==> src/rtl/aes_pkg.sv <==
// Shared AES key-schedule constants: word geometry, key-word type, round constants.
// Latency: n/a (package only).
// Backpressure: n/a (package only).
package aes_pkg;

   localparam int REG_SIZE = 32;
   localparam int VEC_SIZE = 4;

   typedef logic [REG_SIZE-1:0] key_word_t;

   // Round constants indexed by the external round number. The table starts
   // at 02 because round index 0 here denotes the step producing round key 2.
   localparam logic [7:0] RCON [10] = '{
      8'h02, 8'h04, 8'h08, 8'h10, 8'h20,
      8'h40, 8'h80, 8'h1b, 8'h36, 8'h6c
   };

   // Out-of-table round numbers contribute no round constant.
   function automatic logic [7:0] rcon_lookup(input logic [7:0] r);
      logic [7:0] rc;
      rc = 8'h00;
      if (r < 8'd10) begin
         rc = RCON[r[3:0]];
      end
      return rc;
   endfunction

endpackage

==> src/rtl/aes_sbox.sv <==
// AES forward S-box, one byte: sub_in -> sub_out.
// Latency: 0 cycles (pure combinational lookup).
// Backpressure: none.
// Ports: sub_in [7:0] byte to substitute, sub_out [7:0] substituted byte.
module aes_sbox (
   input  logic [7:0] sub_in,
   output logic [7:0] sub_out
);

   localparam logic [7:0] SBOX [256] = '{
      8'h63, 8'h7c, 8'h77, 8'h7b, 8'hf2, 8'h6b, 8'h6f, 8'hc5, 8'h30, 8'h01, 8'h67, 8'h2b, 8'hfe, 8'hd7, 8'hab, 8'h76,
      8'hca, 8'h82, 8'hc9, 8'h7d, 8'hfa, 8'h59, 8'h47, 8'hf0, 8'had, 8'hd4, 8'ha2, 8'haf, 8'h9c, 8'ha4, 8'h72, 8'hc0,
      8'hb7, 8'hfd, 8'h93, 8'h26, 8'h36, 8'h3f, 8'hf7, 8'hcc, 8'h34, 8'ha5, 8'he5, 8'hf1, 8'h71, 8'hd8, 8'h31, 8'h15,
      8'h04, 8'hc7, 8'h23, 8'hc3, 8'h18, 8'h96, 8'h05, 8'h9a, 8'h07, 8'h12, 8'h80, 8'he2, 8'heb, 8'h27, 8'hb2, 8'h75,
      8'h09, 8'h83, 8'h2c, 8'h1a, 8'h1b, 8'h6e, 8'h5a, 8'ha0, 8'h52, 8'h3b, 8'hd6, 8'hb3, 8'h29, 8'he3, 8'h2f, 8'h84,
      8'h53, 8'hd1, 8'h00, 8'hed, 8'h20, 8'hfc, 8'hb1, 8'h5b, 8'h6a, 8'hcb, 8'hbe, 8'h39, 8'h4a, 8'h4c, 8'h58, 8'hcf,
      8'hd0, 8'hef, 8'haa, 8'hfb, 8'h43, 8'h4d, 8'h33, 8'h85, 8'h45, 8'hf9, 8'h02, 8'h7f, 8'h50, 8'h3c, 8'h9f, 8'ha8,
      8'h51, 8'ha3, 8'h40, 8'h8f, 8'h92, 8'h9d, 8'h38, 8'hf5, 8'hbc, 8'hb6, 8'hda, 8'h21, 8'h10, 8'hff, 8'hf3, 8'hd2,
      8'hcd, 8'h0c, 8'h13, 8'hec, 8'h5f, 8'h97, 8'h44, 8'h17, 8'hc4, 8'ha7, 8'h7e, 8'h3d, 8'h64, 8'h5d, 8'h19, 8'h73,
      8'h60, 8'h81, 8'h4f, 8'hdc, 8'h22, 8'h2a, 8'h90, 8'h88, 8'h46, 8'hee, 8'hb8, 8'h14, 8'hde, 8'h5e, 8'h0b, 8'hdb,
      8'he0, 8'h32, 8'h3a, 8'h0a, 8'h49, 8'h06, 8'h24, 8'h5c, 8'hc2, 8'hd3, 8'hac, 8'h62, 8'h91, 8'h95, 8'he4, 8'h79,
      8'he7, 8'hc8, 8'h37, 8'h6d, 8'h8d, 8'hd5, 8'h4e, 8'ha9, 8'h6c, 8'h56, 8'hf4, 8'hea, 8'h65, 8'h7a, 8'hae, 8'h08,
      8'hba, 8'h78, 8'h25, 8'h2e, 8'h1c, 8'ha6, 8'hb4, 8'hc6, 8'he8, 8'hdd, 8'h74, 8'h1f, 8'h4b, 8'hbd, 8'h8b, 8'h8a,
      8'h70, 8'h3e, 8'hb5, 8'h66, 8'h48, 8'h03, 8'hf6, 8'h0e, 8'h61, 8'h35, 8'h57, 8'hb9, 8'h86, 8'hc1, 8'h1d, 8'h9e,
      8'he1, 8'hf8, 8'h98, 8'h11, 8'h69, 8'hd9, 8'h8e, 8'h94, 8'h9b, 8'h1e, 8'h87, 8'he9, 8'hce, 8'h55, 8'h28, 8'hdf,
      8'h8c, 8'ha1, 8'h89, 8'h0d, 8'hbf, 8'he6, 8'h42, 8'h68, 8'h41, 8'h99, 8'h2d, 8'h0f, 8'hb0, 8'h54, 8'hbb, 8'h16
   };

   assign sub_out = SBOX[sub_in];

endmodule

==> src/rtl/key_expansion.sv <==
// AES-128 key expansion, one round step: next_key = expand(current_key, round).
// Latency: 1 cycle, valid_in -> valid_out; next_key holds between loads.
// Backpressure: none; accepts valid_in every cycle at full throughput.
// Ports: clk, rst (async, active-high), current_key[3:0] (word 0 = w0),
//        round (index in round[0][7:0]), valid_in, next_key[3:0], valid_out.
module key_expansion
   import aes_pkg::*;
#(
   parameter int regSize = 32,
   parameter int vecSize = 4
) (
   input  logic                             clk,
   input  logic                             rst,
   input  logic [vecSize-1:0][regSize-1:0]  current_key,
   input  logic [vecSize-1:0][regSize-1:0]  round,
   input  logic                             valid_in,
   output logic [vecSize-1:0][regSize-1:0]  next_key,
   output logic                             valid_out
);

   key_word_t  rot_w;
   key_word_t  sub_w;
   key_word_t  w0_n;
   key_word_t  w1_n;
   key_word_t  w2_n;
   key_word_t  w3_n;
   logic [7:0] rcon_b;

   // Only the low byte of round word 0 carries the round index.
   logic unused_round;
   assign unused_round = ^{round[vecSize-1:1], round[0][regSize-1:8]};

   // RotWord: {b0,b1,b2,b3} -> {b1,b2,b3,b0}, b0 being the top byte.
   assign rot_w = {current_key[vecSize-1][23:0], current_key[vecSize-1][31:24]};

   // SubWord: one S-box per byte lane.
   for (genvar i = 0; i < 4; i++) begin : g_sbox
      aes_sbox u_sbox (
         .sub_in  (rot_w[8*i +: 8]),
         .sub_out (sub_w[8*i +: 8])
      );
   end

   assign rcon_b = rcon_lookup(round[0][7:0]);

   // Chained XOR of the new words; round constant lands in the top byte only.
   assign w0_n = current_key[0] ^ sub_w ^ {rcon_b, 24'h0};
   assign w1_n = w0_n ^ current_key[1];
   assign w2_n = w1_n ^ current_key[2];
   assign w3_n = w2_n ^ current_key[3];

   always_ff @(posedge clk or posedge rst) begin
      if (rst) begin
         next_key  <= '0;
         valid_out <= 1'b0;
      end else begin
         valid_out <= valid_in;
         if (valid_in) begin
            next_key[0] <= w0_n;
            next_key[1] <= w1_n;
            next_key[2] <= w2_n;
            next_key[3] <= w3_n;
         end
      end
   end

endmodule

==> config.mk <==
export PLATFORM = sky130hd
export DESIGN_NAME = key_expansion
export DESIGN_NICKNAME = d
export VERILOG_FILES = /design/src/rtl/aes_pkg.sv /design/src/rtl/aes_sbox.sv /design/src/rtl/key_expansion.sv
export SDC_FILE = /design/constraint.sdc
export NUM_CORES = 1
export LEC_CHECK = 0
export CAP_MARGIN = 5
export CELL_PAD_IN_SITES_DETAIL_PLACEMENT = 1
export CELL_PAD_IN_SITES_GLOBAL_PLACEMENT = 1
export CORE_MARGIN = 2
export CORE_UTILIZATION = 35
export DETAILED_ROUTE_END_ITERATION = 6
export GPL_ROUTABILITY_DRIVEN = 1
export PLACE_DENSITY = 0.79
export REMOVE_ABC_BUFFERS = 1
export SYNTH_ARGS = -nofsm -noshare
export SYNTH_HDL_FRONTEND = slang
export SYNTH_HIERARCHICAL = 1
export SYNTH_SLANG_ARGS = --single-unit
==> constraint.sdc <==
create_clock -name clk -period 4.6 [get_ports clk]
set_input_delay 0.92 -clock clk [delete_from_list [all_inputs] [get_ports clk]]
set_output_delay 0.92 -clock clk [all_outputs]
set_load 0.01 [all_outputs]
==> flow_summary.toml <==
[synthesis]
async_reset_ff_frac = 1.000
yosysUniqueCellTypes = 102
ys_ff_latch = 129
avgSynthCellArea_um2 = 7.362
yosys_warnings = 6
netlist_area_mm2 = 0.01936
synthCells = 2630
synth_edf_count = 0
synth_ff_type = "dfrtp_1"
yosysSeqAreaShare = 0.1667

[route]
drc = 0
vias = 25154
first_iter_violations = 3120
ant_nets = 0
finalWirelength_um = 107400
wl_per_cell_um = 27.96
viasPerCell = 6.549
drt-pass1-iter-count = 6

[clock_network]
cts-htree-levels = 4
cts_root_buf = "clkbuf_16"
clkLatencyLatePin_ns = 0.49
cts_tree = "built"
cts_inserted_buffers = 17
path_clk_slew_ns = 0.06
clock-sinks = 129
clockBufferDepth = 2

[floorplan]
die_area_mm2 = 0.05722
initial_utilization = 0.3528
die_w_um = 239.2
die_h_um = 239.2
io_pins = 388
coreArea_mm2 = 0.05488
fp-row-count = 86

[global_route]
grt_max_degree = 100
antenna_found_initial = 1
grt_pass1_vias = 25497
grt_pass1_wl_um = 161300
overflow = 0
track_usage = 0.3683

[setup_path]
crit_type = "in2reg"
worst-endpoint-arrival_ns = 4.85
crit_path_max_fanout = 7
cpMaxStageDelayCell = "nor2_1"
cp.required_ns = 4.98
critPathLaunchType = "input pin"
worstSetupEndpointType = "flip-flop"
cp_slowest_stage_delay_ns = 0.53
crit_top_cell = "xnor2_1"
path_cells = "clkdlybuf4s50_1 > inv_1 > buf_4 > ha_1 > nor2_1 > nor3_1 > buf_4 > nor2_1 > nor2_1 > a2111o_1 > o311a_1 > xnor2_1 > xnor2_1 > xnor2_1 > buf_4 > xnor2_1 > mux2_2"

[cells_and_area]
area.growth.synth_to_final_pct = 34.61
nets = 3443
drive_gt1_frac = 0.2203
fill_cells = 6697
fin_util = 0.4749

[timing]
setup_viol = 0
worstMarginPinSlew_ns = 0.9010
hold_ws_ns = 0.5061
fin_tns_setup_ns = 0
fin_crit_ns = 4.471
fmax_mhz = 223.7
fin_crit_sh = 0.9720
hold_viol_final = 0
rsz0062_at_grt = "false"
clock_skew_ns = 0
slew_headroom = 0.3993
report.final.slew_viol_count = 0

[pwr]
ir_drop_v = 0.0003008
p_leak_uw = 0.01032
power_uw = 7124
p_per_area_mw_per_mm2 = 273.3

[placement]
place_hpwl_um = 81880
place.gp.congestion = 1.082
port_buffers = 267

[min_path]
hold_class = "reg2reg"

[outcome]
outcome = "complete, no violations"

[job]
maxCapViolations = 0
[Yosys cell counts (all sizes together), types with 49 or more instances]
cell    count  share of area
mux2       73          0.042
xnor2     132          0.060
nor2      215          0.042
nand2     172          0.034
o211ai     64          0.025
nand2b     80          0.027
nor2b      52          0.018
nand3      96          0.025
inv        51          0.010
ha         60          0.039
a211oi     57          0.022
a311oi     49          0.022
a31oi      60          0.019
dfrtp     129           0.17
clkbuf    105          0.020
buf       179          0.054
o21ai     203          0.052
a21oi     244          0.064
nor3       88          0.024
[routing by layer]
metal,global-route usage,share of wire,vias up
met5,0,0,-
met4,0.2044,0.057,0
met3,0.07480,0.095,417
met2,0.5847,0.45,1560
met1,0.4665,0.40,12273
li1,-,-,10904
[metrics by stage]
| step | cells | area [µm²] | setup slack (ns) |
|---|---|---|---|
| after floorplan | 2346 | 17920 | 0.2390 |
| after global placement | 3809 | 25420 | -0.3163 |
| after detailed placement | 3809 | 25420 | -0.3897 |
| after CTS | 3840 | 26020 | 0.1237 |
| after global routing | 3841 | 26060 | 0.02218 |
| final | 3841 | 26060 | 0.1289 |
[worst max-delay path, delay by kind of cell]
family          cells  cell delay [ns]
buf+inv             5             1.06
mux                 1             0.27
simple gates        4             0.95
compound gates      2             0.49
fa+ha+maj           1             0.33
xor+xnor            4             0.82
[final cells by class]
type	instances	area, µm²	share of cell area
Antenna cell	1	2.502	0.00009601
Clock buffer	22	474.2	0.01819
Clock inverter	9	131.4	0.005041
Inverter	54	210.2	0.008065
Multi-Input combinational cell	2163	14520	0.5572
Sequential cell	129	3228	0.1239
Tap cell	704	880.8	0.03380
Timing Repair Buffer	759	6613	0.2537
[cells in the final DEF (no fill, tap or decap), types with 25 or more instances in the layout]
master / Yosys / routed
buf_4: 17 / 472
clkdlybuf4s50_1: 0 / 250
a21oi_1: 241 / 241
nor2_1: 209 / 209
nand2_1: 167 / 167
o21ai_0: 160 / 160
dfrtp_1: 129 / 129
xnor2_1: 132 / 128
nand3_1: 96 / 96
nor3_1: 85 / 85
nand2b_1: 75 / 74
mux2_2: 73 / 73
o211ai_1: 63 / 63
a31oi_1: 60 / 60
ha_1: 60 / 59
a211oi_1: 57 / 56
a311oi_1: 49 / 49
nor2b_1: 48 / 48
inv_1: 45 / 44
o21ai_1: 43 / 43
o31ai_1: 28 / 28
o311ai_0: 28 / 28
nor4_1: 25 / 25
buf_12: 1 / 25
[state kept, by name (all words and copies together), names as in the netlist]
signal / count
valid_out: 1
next_key: 128
[path summary, 6_finish.rpt]
check | slack [ns] | from | endpoint | cells after the start
min in group asynchronous | 0.97 | rst | next_key[36] | 2
max in group asynchronous | 2.85 | rst | next_key[118] | 3
max reg2reg | 3.77 | next_key[121] | next_key[121] | 3
min reg2reg | 0.51 | next_key[122] | next_key[122] | 2
min | 0.51 | next_key[122] | next_key[122] | 2
max | 0.13 | current_key[121] | next_key[98] | 17
[logic make-up after synthesis]
| group | count (synthesis) | synth area share |
|---|---|---|
| AOI/OAI and AO/OA | 986 | 0.3436 |
| and+or+nand+nor | 859 | 0.2256 |
| buffers and inverters | 338 | 0.08523 |
| xor gates and xnor gates | 153 | 0.07360 |
| DFF | 129 | 0.1667 |
| muxes | 105 | 0.06649 |
| adders and majority gates | 60 | 0.03877 |
[repair_timing]
action | CTS | global route
setup endpoints to repair | 0 | 7
hold buffers | 0 | 0
resized for setup | 0 | 7
setup buffers | 0 | 0
[report_power, final]
part | internal [µW] | switching (µW) | total (µW) | leakage [µW]
logic | 1880 | 2120 | 3990 | 0.00856
clock network | 888 | 614 | 1500 | 0.000288
registers | 1450 | 180 | 1630 | 0.00147
Power figures use the tool's default switching activity.
